[src/rtl/pwm_cfg_pkg.sv]
// Shared constants and FSM state type for the SPI-to-PWM configuration path.
package pwm_cfg_pkg;

  localparam logic [6:0] ADDR_EN_OUT_LO = 7'h00;
  localparam logic [6:0] ADDR_EN_OUT_HI = 7'h01;
  localparam logic [6:0] ADDR_EN_PWM_LO = 7'h02;
  localparam logic [6:0] ADDR_EN_PWM_HI = 7'h03;
  localparam logic [6:0] ADDR_DUTY      = 7'h04;

  localparam int unsigned FRAME_BITS = 16;

  typedef enum logic [1:0] {
    IDLE   = 2'd0,
    SHIFT  = 2'd1,
    COMMIT = 2'd2
  } state_t;

endpackage

[src/rtl/sync_edge_det.sv]
// Multi-flop synchroniser for one asynchronous input with a history flop
// providing single-cycle rise/fall pulses on the synchronised level.
module sync_edge_det #(
  parameter int unsigned SYNC_STAGES = 2
) (
  input  logic clk,
  input  logic rst,
  input  logic din,
  output logic level,
  output logic rise,
  output logic fall
);

  logic [SYNC_STAGES-1:0] sync_q;
  logic                   hist_q;

  always_ff @(posedge clk or posedge rst) begin
    if (rst) begin
      sync_q <= '0;
      hist_q <= 1'b0;
    end else begin
      sync_q <= {sync_q[SYNC_STAGES-2:0], din};
      hist_q <= sync_q[SYNC_STAGES-1];
    end
  end

  assign level = sync_q[SYNC_STAGES-1];
  assign rise  = level & ~hist_q;
  assign fall  = ~level & hist_q;

endmodule

[src/rtl/spi_pwm_cfg_ctrl.sv]
// SPI mode-0 write-only target that commits 16-bit frames into the PWM
// configuration registers, counting malformed frames in a saturating counter.
module spi_pwm_cfg_ctrl
  import pwm_cfg_pkg::*;
#(
  parameter int unsigned SYNC_STAGES = 2,
  parameter int unsigned NUM_REGS    = 5,
  parameter int unsigned ERR_W       = 8
) (
  input  logic             clk,
  input  logic             rst,
  input  logic             sclk,
  input  logic             copi,
  input  logic             ncs,
  output logic [7:0]       en_reg_out_7_0,
  output logic [7:0]       en_reg_out_15_8,
  output logic [7:0]       en_reg_pwm_7_0,
  output logic [7:0]       en_reg_pwm_15_8,
  output logic [7:0]       pwm_duty_cycle,
  output logic             wr_strobe,
  output logic [6:0]       wr_addr,
  output logic [ERR_W-1:0] err_count
);

  logic sclk_level, sclk_rise, sclk_fall;
  logic copi_level, copi_rise, copi_fall;
  logic ncs_level, ncs_rise, ncs_fall;
  logic unused_edges;

  sync_edge_det #(.SYNC_STAGES(SYNC_STAGES)) u_sync_sclk (
    .clk(clk), .rst(rst), .din(sclk),
    .level(sclk_level), .rise(sclk_rise), .fall(sclk_fall)
  );

  sync_edge_det #(.SYNC_STAGES(SYNC_STAGES)) u_sync_copi (
    .clk(clk), .rst(rst), .din(copi),
    .level(copi_level), .rise(copi_rise), .fall(copi_fall)
  );

  sync_edge_det #(.SYNC_STAGES(SYNC_STAGES)) u_sync_ncs (
    .clk(clk), .rst(rst), .din(ncs),
    .level(ncs_level), .rise(ncs_rise), .fall(ncs_fall)
  );

  assign unused_edges = ^{sclk_level, sclk_fall, copi_rise, copi_fall, ncs_level};

  state_t      state;
  logic [15:0] shift_reg;
  logic [4:0]  bit_cnt;
  logic        ovf;

  always_ff @(posedge clk or posedge rst) begin
    if (rst) begin
      state           <= IDLE;
      shift_reg       <= '0;
      bit_cnt         <= '0;
      ovf             <= 1'b0;
      en_reg_out_7_0  <= '0;
      en_reg_out_15_8 <= '0;
      en_reg_pwm_7_0  <= '0;
      en_reg_pwm_15_8 <= '0;
      pwm_duty_cycle  <= '0;
      wr_strobe       <= 1'b0;
      wr_addr         <= '0;
      err_count       <= '0;
    end else begin
      wr_strobe <= 1'b0;
      case (state)
        IDLE: begin
          if (ncs_fall) begin
            state   <= SHIFT;
            bit_cnt <= '0;
            ovf     <= 1'b0;
          end
        end
        SHIFT: begin
          // ncs rise takes priority so a coincident sclk edge is never shifted
          if (ncs_rise) begin
            if (bit_cnt != 5'(FRAME_BITS) || ovf) begin
              if (err_count != '1) err_count <= err_count + 1'b1;
              state <= IDLE;
            end else if (shift_reg[15] && (shift_reg[14:8] < 7'(NUM_REGS))) begin
              state <= COMMIT;
            end else begin
              state <= IDLE;
            end
          end else if (sclk_rise) begin
            shift_reg <= {shift_reg[14:0], copi_level};
            if (bit_cnt < 5'(FRAME_BITS)) bit_cnt <= bit_cnt + 1'b1;
            else                          ovf     <= 1'b1;
          end
        end
        COMMIT: begin
          case (shift_reg[14:8])
            ADDR_EN_OUT_LO: en_reg_out_7_0  <= shift_reg[7:0];
            ADDR_EN_OUT_HI: en_reg_out_15_8 <= shift_reg[7:0];
            ADDR_EN_PWM_LO: en_reg_pwm_7_0  <= shift_reg[7:0];
            ADDR_EN_PWM_HI: en_reg_pwm_15_8 <= shift_reg[7:0];
            ADDR_DUTY:      pwm_duty_cycle  <= shift_reg[7:0];
            default: ;
          endcase
          wr_strobe <= 1'b1;
          wr_addr   <= shift_reg[14:8];
          if (ncs_fall) begin
            state   <= SHIFT;
            bit_cnt <= '0;
            ovf     <= 1'b0;
          end else begin
            state <= IDLE;
          end
        end
        default: state <= IDLE;
      endcase
    end
  end

endmodule

[config.mk]
export PLATFORM = sky130hd
export DESIGN_NAME = spi_pwm_cfg_ctrl
export DESIGN_NICKNAME = d
export VERILOG_FILES = /design/src/rtl/pwm_cfg_pkg.sv /design/src/rtl/sync_edge_det.sv /design/src/rtl/spi_pwm_cfg_ctrl.sv
export SDC_FILE = /design/constraint.sdc
export NUM_CORES = 1
export LEC_CHECK = 0
export CORE_ASPECT_RATIO = 1.75
export CORE_UTILIZATION = 56
export DETAILED_ROUTE_END_ITERATION = 6
export GPL_ROUTABILITY_DRIVEN = 1
export PLACE_DENSITY = 0.84
export REMOVE_ABC_BUFFERS = 1
export SYNTH_ARGS = -nofsm -noshare
export SYNTH_HDL_FRONTEND = slang
export SYNTH_SLANG_ARGS = --single-unit
[constraint.sdc]
create_clock -name clk -period 5.13 [get_ports clk]
set_clock_uncertainty 0.15 [all_clocks]
set_input_delay 0.7695 -clock clk [delete_from_list [all_inputs] [get_ports clk]]
set_output_delay 0.7695 -clock clk [all_outputs]
set_load 0.01 [all_outputs]
# After elaboration in Yosys (flattened, before gate mapping)
# Cells that the tools add are included.
# totals
elab_cells	76
inputBits	5
ff_bits	88
# classes
mux	17
eq_ne	15
order_cmp	2
reduce_logical	16
add_sub_neg	2
bitwise_logic	7
# op_table
cell	count
$mux W5	4
$eq A7 B2 Y1 const B	2
$ne A2 B2 Y1 const B	6
$reduce_and A2 Y1	6
$pmux W5 S2	1
$reduce_and A5 Y1	2
$add A8 B1 Y8 const B	1
$mux W2	4
$ne A8 B8 Y1 const B	1
$eq A7 B1 Y1 const B	1
$eq A7 B3 Y1 const B	1
$logic_not A7 Y1	1
$lt A7 B3 Y1 const B	1
$mux W1	6
$pmux W2 S3	1
$add A5 B1 Y5 const B	1
$lt A5 B5 Y1 const B	1
$ne A5 B5 Y1 const B	1
$not A1 Y1	4
$reduce_and A4 Y1	1
$and A1 B1 Y1	3
$reduce_and A3 Y1	1
$eq A2 B1 Y1 const B	1
$eq A2 B2 Y1 const B	1
other kinds (7)	7

# Longest topological paths before layout
# Gate-level depths: netlist (run 1).
# logic_depth
word_depth	6
depth_mapped	7

# By module
# From an unflattened synthesis (run 1), not the netlist that was laid out.
# unflattened
cells_unflattened	274
area_unflattened_um2	3529.6
# by_module_without_submodules
module	n_inst	seq_area_each_um2	cells_each	area_per_inst_um2
spi_pwm_cfg_ctrl	1	2001.9	256	3248.1
sync_edge_det	3	75.1	6	93.8

# Least setup slack after synthesis (run 1)
# Ideal clock, no wire load.
# synth_timing
path_kind	register to register
from	register shift_reg[11]
to	register en_reg_out_15_8[0]
arrival_ns	2.097
synth_period_minus_slack_ns	2.372
path_stages_with_launch	6
n_path_buf	1
slack_ns	2.758
setup_time_ns	0.125
path_cell_list	dfrtp_1 or4_1 or3_1 buf_2 nor3b_4 mux2_2
# synth_between
elab_chain_cells	2
# synth_lines
element	line_no	source
from (decl)	spi_pwm_cfg_ctrl.sv:48	logic [15:0] shift_reg;
from (signal assigned)	spi_pwm_cfg_ctrl.sv:88	shift_reg <= {shift_reg[14:0], copi_level};
$eq A7 B1 Y1	spi_pwm_cfg_ctrl.sv:94	case (shift_reg[14:8])
$reduce_and A2 Y1 (no line)	--	
to (signal assigned)	spi_pwm_cfg_ctrl.sv:96	ADDR_EN_OUT_HI: en_reg_out_15_8 <= shift_reg[7:0];
to (decl)	spi_pwm_cfg_ctrl.sv:16	output logic [7:0] en_reg_out_15_8,
# No other way between the ends.
# A chain may end at the register's enable or synchronous reset.

# Worst setup path after layout (run 1)
# layout_timing
from	register shift_reg[11]
to	register en_reg_out_15_8[2]
# Same word-level chain as after synthesis.

==> reports/qor.yml, run 1 <==
status:
  status: "finished clean"
die:
  fp.dieH_um: 106
  die_w_um: 61.6
  io_pins: 61
  dieArea_um2: 6550
  rows: 37
  initial_core_util_pct: 58.8
  coreArea_um2: 5930
run:
  max_cap_violations: 0
final_layout:
  seq_area_um2: 2200
  nNetsFinal: 311
  syn2layout_area_growth_pct: 24.9
  fillers: 419
  drive_gt1_share_pct: 26.9
  diodes: 0
  fin_cells: 386
  multi_input_comb_area_um2: 1230
  largest_reg_flops: 16
clocking:
  clock_latency_ns: 0.35
  cts_hold_buf: 0
  htree_levels: 3
  cts_setup_buffers: 0
  cts.root.buffer_cell: "clkbuf_8"
  clk_pin_slew_ns: 0.08
  cts-resized-gates: 0
  cts.sinks: 88
  cts_tree: "built"
  cts_buffer_depth: 2
  tritoncts.num_buffers: 9
timing:
  max-slew-margin-rel_pct: 31.3
  setup_viol: 0
  tightest_slew_ns: 1.03
  post-route-min-period_ns: 2.70
  drv_slew: 0
  rsz0062_at_grt: "no"
  final-hold-violation-count: 0
  fmax_mhz: 371
  post-route-period-util_pct: 52.6
  fin_tns_setup_ns: 0
  timing.hold.ws_ns: 0.197
power:
  p_per_area_nw_per_um2: 318
  irDropWorstVdd_mv: 0.266
  p_leak_nw: 2.03
synthesis:
  postSynth.asyncResetShare_pct: 100
  yosysTopAreaCell: "dfrtp_1"
  ys_types: 33
  ys.flop_type: "dfrtp_1"
  ys_ff_latch: 88
  syn_inst: 238
  synth_area_leaders: "dfrtp_1 (63%), mux2_2 (20%), ha_1 (1.1%)"
  synth_edf_count: 0
  yosys_warnings: 0
  yosysTopAreaCellShare_pct: 63.2
  ys_seq_area_share_pct: 63.2
  synth.cell_area_um2: 3480
  avgSynthCellArea_um2: 14.6
grt:
  grt.overflow.total: 0
  grt_pass1_vias: 2191
  grt_max_degree: 63
  antenna_found_initial: 0
  grt_pass1_wl_mm: 10.3
  grt_use_total_pct: 22.4
route:
  route.detailed.drc: 0
  avgRoutedWirePerCell_um: 16.9
  drt_iter0_markers: 61
  first_pass_iters: 4
  via_per_inst: 5.47
  ant_nets: 0
  routed_wl_mm: 6.52
  vias: 2112
critical_path:
  critPathRequiredTime_ns: 5.21
  endpoint_kind: "flop"
  critPathLaunchType: "flop"
  worstSetupPathType: "flop to flop"
  critPathArrivalTime_ns: 2.78
  cp_max_fo: 8
  ff2ff_setup_slack_ns: 2.43
placement:
  gp_congestion: 0.722
  dpl.hpwl_mm: 4.56
  dp.cells: 370
  port_buffers: 60
worst_hold_path:
  hp-class: "flop to flop"
[stage by stage]
stage | area [um2] | utilization, % | total power [mW] | setup WS (ns)
after CTS | 4350 | 73.4 | 1.40 | 2.41
after floorplan | 3450 | - | 0.891 | 1.93
after global routing | 4350 | 73.4 | 1.45 | 2.35
after global placement | 4170 | 70.3 | 0.961 | 2.48
final | 4350 | 73.4 | 1.38 | 2.43
after detailed placement | 4170 | 70.3 | 0.970 | 2.43
[layout make-up]
class / instances / area share (%)
flip-flops and latches: 88 / 50.6
multi-input cells: 136 / 28.2
repair buffers: 62 / 14.2
clock buffers: 13 / 3.88
well taps: 78 / 2.24
inverters: 6 / 0.547
clock inverters: 3 / 0.345
[where the power goes]
part           leakage, nW  internal, mW  switching [mW]
combinational        0.740        0.0778          0.0654
sequential            1.19         0.740          0.0705
clock               0.0992         0.213           0.217
[placed cells by master (no fill, tap or decap), types with 3 or more instances in the layout]
| cell type | count |
|---|---|
| dfrtp_1 | 88 |
| o21a_1 | 3 |
| nand3_1 | 7 |
| a21oi_1 | 7 |
| xnor2_1 | 3 |
| mux2_2 | 62 |
| nor2_1 | 7 |
| clkdlybuf4s50_1 | 60 |
| nand2_1 | 6 |
| nand4b_1 | 3 |
| clkinv_2 | 4 |
| ha_1 | 3 |
| nor2b_1 | 3 |
| nand2b_1 | 4 |
| clkbuf_8 | 12 |
| inv_1 | 5 |
[worst paths after layout]
check                                     startpoint              endpoint  cells past startpoint
worst max-delay path                   shift_reg[11]    en_reg_out_15_8[2]                      4
worst min-delay path            u_sync_ncs.sync_q[0]  u_sync_ncs.sync_q[1]                      0
worst max register to register         shift_reg[11]    en_reg_out_15_8[2]                      4
worst min register to register  u_sync_ncs.sync_q[0]  u_sync_ncs.sync_q[1]                      0
max in group asynchronous                        rst         shift_reg[11]                      3
min in group asynchronous                        rst            bit_cnt[4]                      2
[worst max-delay path, cell delays in order, from the launching register on]
cell	delay (ns)
dfrtp_1	0.41
or4_1	0.59
or3_1	0.47
nor3b_4	0.56
mux2_2	0.40
[Yosys cell counts (all sizes together) (4+ instances only)]
library cell and count:
a21oi 7, clkbuf 7, dfrtp 88, inv 6, mux2 64, nand2 6, nand2b 4, nand3 7
nor2 7
[layer usage]
metal	wire, um	global-route usage [%]	vias to the layer above
met4	129	11.7	0
met5	0	0	-
met1	2580	25.6	1065
met3	302	6.20	9
li1	-	-	981
met2	3510	36.6	57
[cell families (layout without fill, tap and decap cells)]
logic type	count (synthesis)	count (layout)	synth area share (%)
buffers and inverters	14	84	1.55
AOI/OAI and AO/OA	19	19	3.48
DFF	88	88	63.2
adders and majority gates	3	3	1.08
xor gates and xnor gates	5	5	1.26
muxes	64	64	20.7
and+or+nand+nor	45	45	8.70
(Power assumes the default switching activity.)
==> inputs of run 2 (changes only) <==
- CORE_UTILIZATION: 56 -> 47
- PLACE_DENSITY: 0.84 -> 0.75
- clock period: 5.13 -> 2.2 ns (I/O delays scaled with it)
==> run 2 against run 1 <==
Combinational power up 150%. Worst hold slack got worse by 0.034 ns. The run now ends with negative setup slack left. First-iteration DRC count up 30%. Global-route usage down 0.62 points. Sequential share of layout area is 4.1 points lower. Via count is 3.5% higher. Final cell count rose by 5.7%.
==> reports/qor.yml, run 2 (same netlist as run 1, synthesis figures left out) <==
power:
  switching_share_pct: 25.0
  switchingPower_mw: 0.917
  p_per_area_nw_per_um2: 774
  p_leak_nw: 2.18
  seqPwrFrac_pct: 51.8
  p_int_mw: 2.74
  p_comb_share_pct: 9.7
  p_clk_share_pct: 38.5
  irDropWorstVdd_mv: 0.667
timing:
  timing.hold.ws_ns: 0.163
  max-slew-margin-rel_pct: 68.7
  setup_viol: 24
  post-route-period-util_pct: 104
  worst_slack_ns: -0.0808
  drv_slew: 0
  final-hold-violation-count: 0
  tightest_slew_ns: 0.469
  fmax_mhz: 438
  post-route-min-period_ns: 2.28
  rsz0062_at_grt: "yes"
critical_path:
  crit_path_max_incr_delay_ns: 0.54
  worstSetupPathType: "flop to flop"
  path_buf_inv: 1
  path_cells: "or4_4 > or3_4 > nor3b_4 > buf_12 > mux2_4"
  slowest_stage: "or4_4"
  endpoint_kind: "flop"
  critPathRequiredTime_ns: 2.27
  critPathLaunchType: "flop"
  critPathArrivalTime_ns: 2.35
  cp_max_fo: 8
  crit_family: "simple AND/OR/NAND/NOR gates"
  ff2ff_setup_slack_ns: -0.08
  reg2reg_from: "shift_reg[11]"
  r2r-end: "en_reg_pwm_7_0[5]"
  r2r.worst_path.cells: 5
route:
  ant_nets: 0
  met1_length_mm: 2.84
  route.detailed.drc: 0
  avgRoutedWirePerCell_um: 17.6
  wl_met3_um: 283
  drt_iter0_markers: 79
  met2_length_mm: 3.87
  via_per_inst: 5.36
  first_pass_iters: 4
  vias: 2185
  routed_wl_mm: 7.18
  dr.max_layer_used: "met4"
run:
  max_cap_violations: 0
die:
  fp.dieH_um: 116
  dieArea_um2: 7770
  io_pins: 61
  coreArea_um2: 7180
  initial_core_util_pct: 48.5
  die_w_um: 67.1
  rows: 41
clocking:
  clk_pin_slew_ns: 0.06
  cts_tree: "built"
  cts.sinks: 88
  htree_levels: 3
  tritoncts.num_buffers: 9
  cts_hold_buf: 0
  clock_latency_ns: 0.34
  cts_buffer_depth: 2
  cts.root.buffer_cell: "clkbuf_16"
  cts_setup_buffers: 0
final_layout:
  syn2layout_area_growth_pct: 35.8
  final_cell_mix: "dfrtp_1 (88), clkdlybuf4s50_1 (60), mux2_2 (40)"
  layout_commonest_cell: "dfrtp_1"
  drive_gt1_share_pct: 32.0
  fillers: 525
  nNetsFinal: 326
  diodes: 0
  fin_cells: 408
  largest_reg_flops: 16
status:
  violations: "negative setup slack"
  status: "complete, but fails checks"
placement:
  port_buffers: 60
  dp.cells: 393
  gp_congestion: 0.723
  dpl.hpwl_mm: 4.78
grt:
  grt_max_degree: 29
  antenna_found_initial: 0
  grt_use_total_pct: 21.7
  grt_pass1_wl_mm: 12.0
  grt.overflow.total: 0
  grt_pass1_vias: 2372
worst_hold_path:
  hp-class: "input pin to async pin"
[run 2: changes by cell type in the layout (fill, tap and decap cells not counted), moves of 2 or more]
cell,change
buf_4,+9
clkbuf_16,+9
mux2_2,-22
mux2_4,+24
buf_12,+4
buf_6,+2
clkbuf_8,-10
mux2_1,-2
[run 2: layer usage]
layer	track usage (%)	vias to the layer above
li1	-	1008
met1	24.5	1118
met2	36.8	47
met3	6.20	12
met4	10.6	0
met5	0	-
[run 2: power groups by stage]
stage	sequential (mW)	clock [mW]	combinational, mW
floorplan	1.89	0	0.190
global placement	1.91	0	0.344
detailed placement	1.92	0	0.353
CTS	1.90	1.44	0.360
global route	1.92	1.51	0.410
finish	1.89	1.41	0.357
[run 2: what timing repair did]
item                       in CTS  in global routing
resized for setup              25                  5
setup endpoints to repair      24                 25
pin swaps                       3                  2
[run 2: how the worst max path moves through the flow]
stage / depth (start not counted) / slack [ns] / from / to
floorplan: 1 / -0.56 / rst / bit_cnt[0]
global placement: 5 / -0.19 / shift_reg[12] / en_reg_out_15_8[2]
detailed placement: 5 / -0.21 / shift_reg[12] / en_reg_out_15_8[1]
CTS: 5 / -0.15 / shift_reg[11] / en_reg_out_15_8[7]
global route: 5 / -0.14 / shift_reg[11] / en_reg_pwm_7_0[7]
finish: 5 / -0.08 / shift_reg[11] / en_reg_pwm_7_0[5]
[run 2: stage by stage]
| step | power [mW] | TNS (ns) | worst slack (ns) | util, % | cell area (um2) |
|---|---|---|---|---|---|
| after floorplan | 2.08 | -52.63 | -0.559 | - | 3450 |
| after global placement | 2.26 | -3.56 | -0.187 | 60.4 | 4340 |
| after detailed placement | 2.27 | -4.24 | -0.213 | 60.4 | 4340 |
| after CTS | 3.70 | -2.74 | -0.150 | 65.5 | 4710 |
| after global routing | 3.84 | -2.75 | -0.145 | 65.9 | 4730 |
| final | 3.66 | -1.29 | -0.0808 | 65.9 | 4730 |
[run 2: worst register-to-register path, stage by stage (launching register included)]
cell,delay [ns]
dfrtp_1,0.37
or4_4,0.54
or3_4,0.40
nor3b_4,0.24
buf_12,0.16
mux2_4,0.30
[run 2: cell type report]
| class | instances | area [um2] | share of cell area (%) |
|---|---|---|---|
| sequential | 88 | 2200 | 46.6 |
| timing repair buffer | 77 | 786 | 16.6 |
| inverter | 6 | 23.8 | 0.503 |
| tap | 86 | 108 | 2.28 |
| clock inverter | 3 | 17.5 | 0.370 |
| multi-input combinational | 136 | 1340 | 28.3 |
| clock buffer | 12 | 256 | 5.42 |
==> inputs of run 3 (changes only) <==
- ABC_AREA: unset -> 1
- CELL_PAD_IN_SITES_DETAIL_PLACEMENT: unset -> 1
- CELL_PAD_IN_SITES_GLOBAL_PLACEMENT: unset -> 1
- CORE_UTILIZATION: 47 -> 36
- PLACE_DENSITY: 0.75 -> unset
- PLACE_DENSITY_LB_ADDON: unset -> 0.1
==> run 3 against run 2 <==
The run now ends clean. Sequential share of layout area rose by 0.25 points. First-iteration DRC count rose by 19%. Largest power group unchanged. Area after synthesis rose by 3.6%. Largest cell class unchanged.
==> reports/qor.yml, run 3 <==
route:
  avgRoutedWirePerCell_um: 15.0
  routed_wl_mm: 9.10
  first_pass_iters: 4
  route.detailed.drc: 0
  via_per_inst: 4.78
  drt_iter0_markers: 94
  ant_nets: 0
  vias: 2891
timing:
  fmax_mhz: 541
  final-hold-violation-count: 0
  post-route-period-util_pct: 84.1
  tightest_slew_ns: 0.450
  rsz0062_at_grt: "no"
  post-route-min-period_ns: 1.85
  max-slew-margin-rel_pct: 70.0
  drv_slew: 0
  setup_viol: 0
  timing.hold.ws_ns: 0.164
  fin_tns_setup_ns: 0
synthesis:
  syn_inst: 408
  synth.cell_area_um2: 3610
  synth_fa_ha_area_share_pct: 1.04
  ys.flop_type: "dfrtp_1"
  synth-compound-area-share_pct: 8.43
  synth_edf_count: 0
  ys_seq_area_share_pct: 61.0
  netlist_top_cells_count: "nand2_1 (159), dfrtp_1 (88), o21ai_0 (43)"
  synth_mux_area_share_pct: 0
  postSynth.asyncResetShare_pct: 100
  yosysTopAreaCellShare_pct: 61.0
  synth_top_family_by_area: "simple AND/OR/NAND/NOR gates"
  yosysTopAreaCell: "dfrtp_1"
  yosys_warnings: 0
  synth_area_leaders: "dfrtp_1 (61%), nand2_1 (17%), o21ai_0 (6.0%)"
  synthSimpleGateAreaFrac_pct: 23.8
  avgSynthCellArea_um2: 8.84
  synth_most_common_cell: "nand2_1"
  ys_types: 25
  ys_ff_latch: 88
  synthXorXnorAreaFrac_pct: 0.728
grt:
  grt_pass1_vias: 3061
  grt_max_degree: 35
  grt.overflow.total: 0
  grt_pass1_wl_mm: 15.5
  grt_use_total_pct: 19.3
  antenna_found_initial: 0
final_layout:
  final_area_um2: 4700
  diodes: 0
  nNetsFinal: 483
  drive_gt1_share_pct: 6.67
  layout_commonest_cell: "nand2_1"
  largest_reg_flops: 16
  fin_cells: 605
  final_cell_mix: "nand2_1 (158), dfrtp_1 (88), clkdlybuf4s50_1 (60)"
  syn2layout_area_growth_pct: 30.4
  fillers: 1168
clocking:
  cts_setup_buffers: 0
  cts.sinks: 88
  tritoncts.num_buffers: 9
  cts_buffer_depth: 2
  cts.root.buffer_cell: "clkbuf_16"
  clk_pin_slew_ns: 0.06
  clock_latency_ns: 0.33
  cts_tree: "built"
  htree_levels: 3
power:
  p_leak_nw: 2.22
  power_mw: 3.97
  p_per_area_nw_per_um2: 844
  irDropWorstVdd_mv: 0.480
die:
  fp.dieH_um: 134
  rows: 48
  die_w_um: 77.7
  io_pins: 61
  initial_core_util_pct: 36.8
  coreArea_um2: 9790
  dieArea_um2: 10400
critical_path:
  critPathArrivalTime_ns: 1.94
  critPathRequiredTime_ns: 2.29
  worstSetupPathType: "flop to flop"
  cp_max_fo: 16
  critPathLaunchType: "flop"
  endpoint_kind: "flop"
  ff2ff_setup_slack_ns: 0.35
run:
  max_cap_violations: 0
placement:
  dpl.hpwl_mm: 6.59
  port_buffers: 60
  gp_congestion: 0.793
  dp.cells: 589
  placed_area_um2: 4390
status:
  status: "finished clean"
worst_hold_path:
  hp-class: "input pin to async pin"
## run 3: cell count changes after synthesis, moves of 12 or more
cell | previous run | this run
nor2_1 | 7 | 20
o21ai_0 | 1 | 43
nand2_1 | 6 | 159
o21ai_1 | 0 | 12
inv_1 | 6 | 35
mux2_2 | 62 | 0
## run 3: what timing repair did
| item | 4_1_cts | 5_1_grt |
|---|---|---|
| gates resized for setup | 0 | 1 |
| endpoints found under the setup margin | 0 | 2 |
| hold buffers | 0 | 0 |
## run 3: critical path, cell delays in order, from the launching register on
cell and delay (ns):
dfrtp_1 0.47, inv_2 0.17, nand2_2 0.20, nor2_1 0.18, nand3_2 0.30, o21ai_0 0.28
## run 3: layout make-up
type | instances | area (um2) | share of cell area, %
Timing Repair Buffer | 65 | 663 | 14.1
Clock buffer | 11 | 233 | 4.95
Sequential cell | 88 | 2200 | 46.8
Inverter | 37 | 140 | 2.98
Tap cell | 125 | 156 | 3.32
Clock inverter | 5 | 81.3 | 1.73
Multi-Input combinational cell | 274 | 1230 | 26.1
## run 3: power by group
group | internal [mW] | total, mW | leakage [nW] | switching [mW]
registers | 1.73 | 1.87 | 1.20 | 0.137
clock network | 0.996 | 1.61 | 0.150 | 0.619
logic | 0.181 | 0.489 | 0.872 | 0.309
## run 3: path summary, 6_finish.rpt
kind,startpoint,endpoint,cells past startpoint
max reg2reg,state[0],en_reg_pwm_7_0[1],5
min,rst,en_reg_out_7_0[5],2
min reg2reg,u_sync_sclk.sync_q[0],u_sync_sclk.sync_q[1],0
min in group clk,u_sync_sclk.sync_q[0],u_sync_sclk.sync_q[1],0
max in group asynchronous,rst,u_sync_ncs.sync_q[0],3
max,state[0],en_reg_pwm_7_0[1],5
## run 3: through the flow
| step | setup slack [ns] | utilization, % |
|---|---|---|
| after floorplan | -0.559 | - |
| after global placement | 0.315 | 44.8 |
| after detailed placement | 0.214 | 44.8 |
| after CTS | 0.171 | 48.0 |
| after global routing | 0.105 | 48.1 |
| final | 0.350 | 48.1 |
## run 3: kinds of logic (layout without fill, tap and decap cells)
group	after synthesis	after routing
buffers and inverters	46	118
xor gates and xnor gates	3	3
adders and majority gates	3	3
and+or+nand+nor	208	208
DFF	88	88
AOI/OAI and AO/OA	60	60
## run 3: metal layers
metal | GRT usage (%) | wire length, um
met4 | 7.23 | 122
met2 | 35.6 | 5070
met3 | 3.61 | 272
met5 | 0 | 0
met1 | 21.8 | 3640
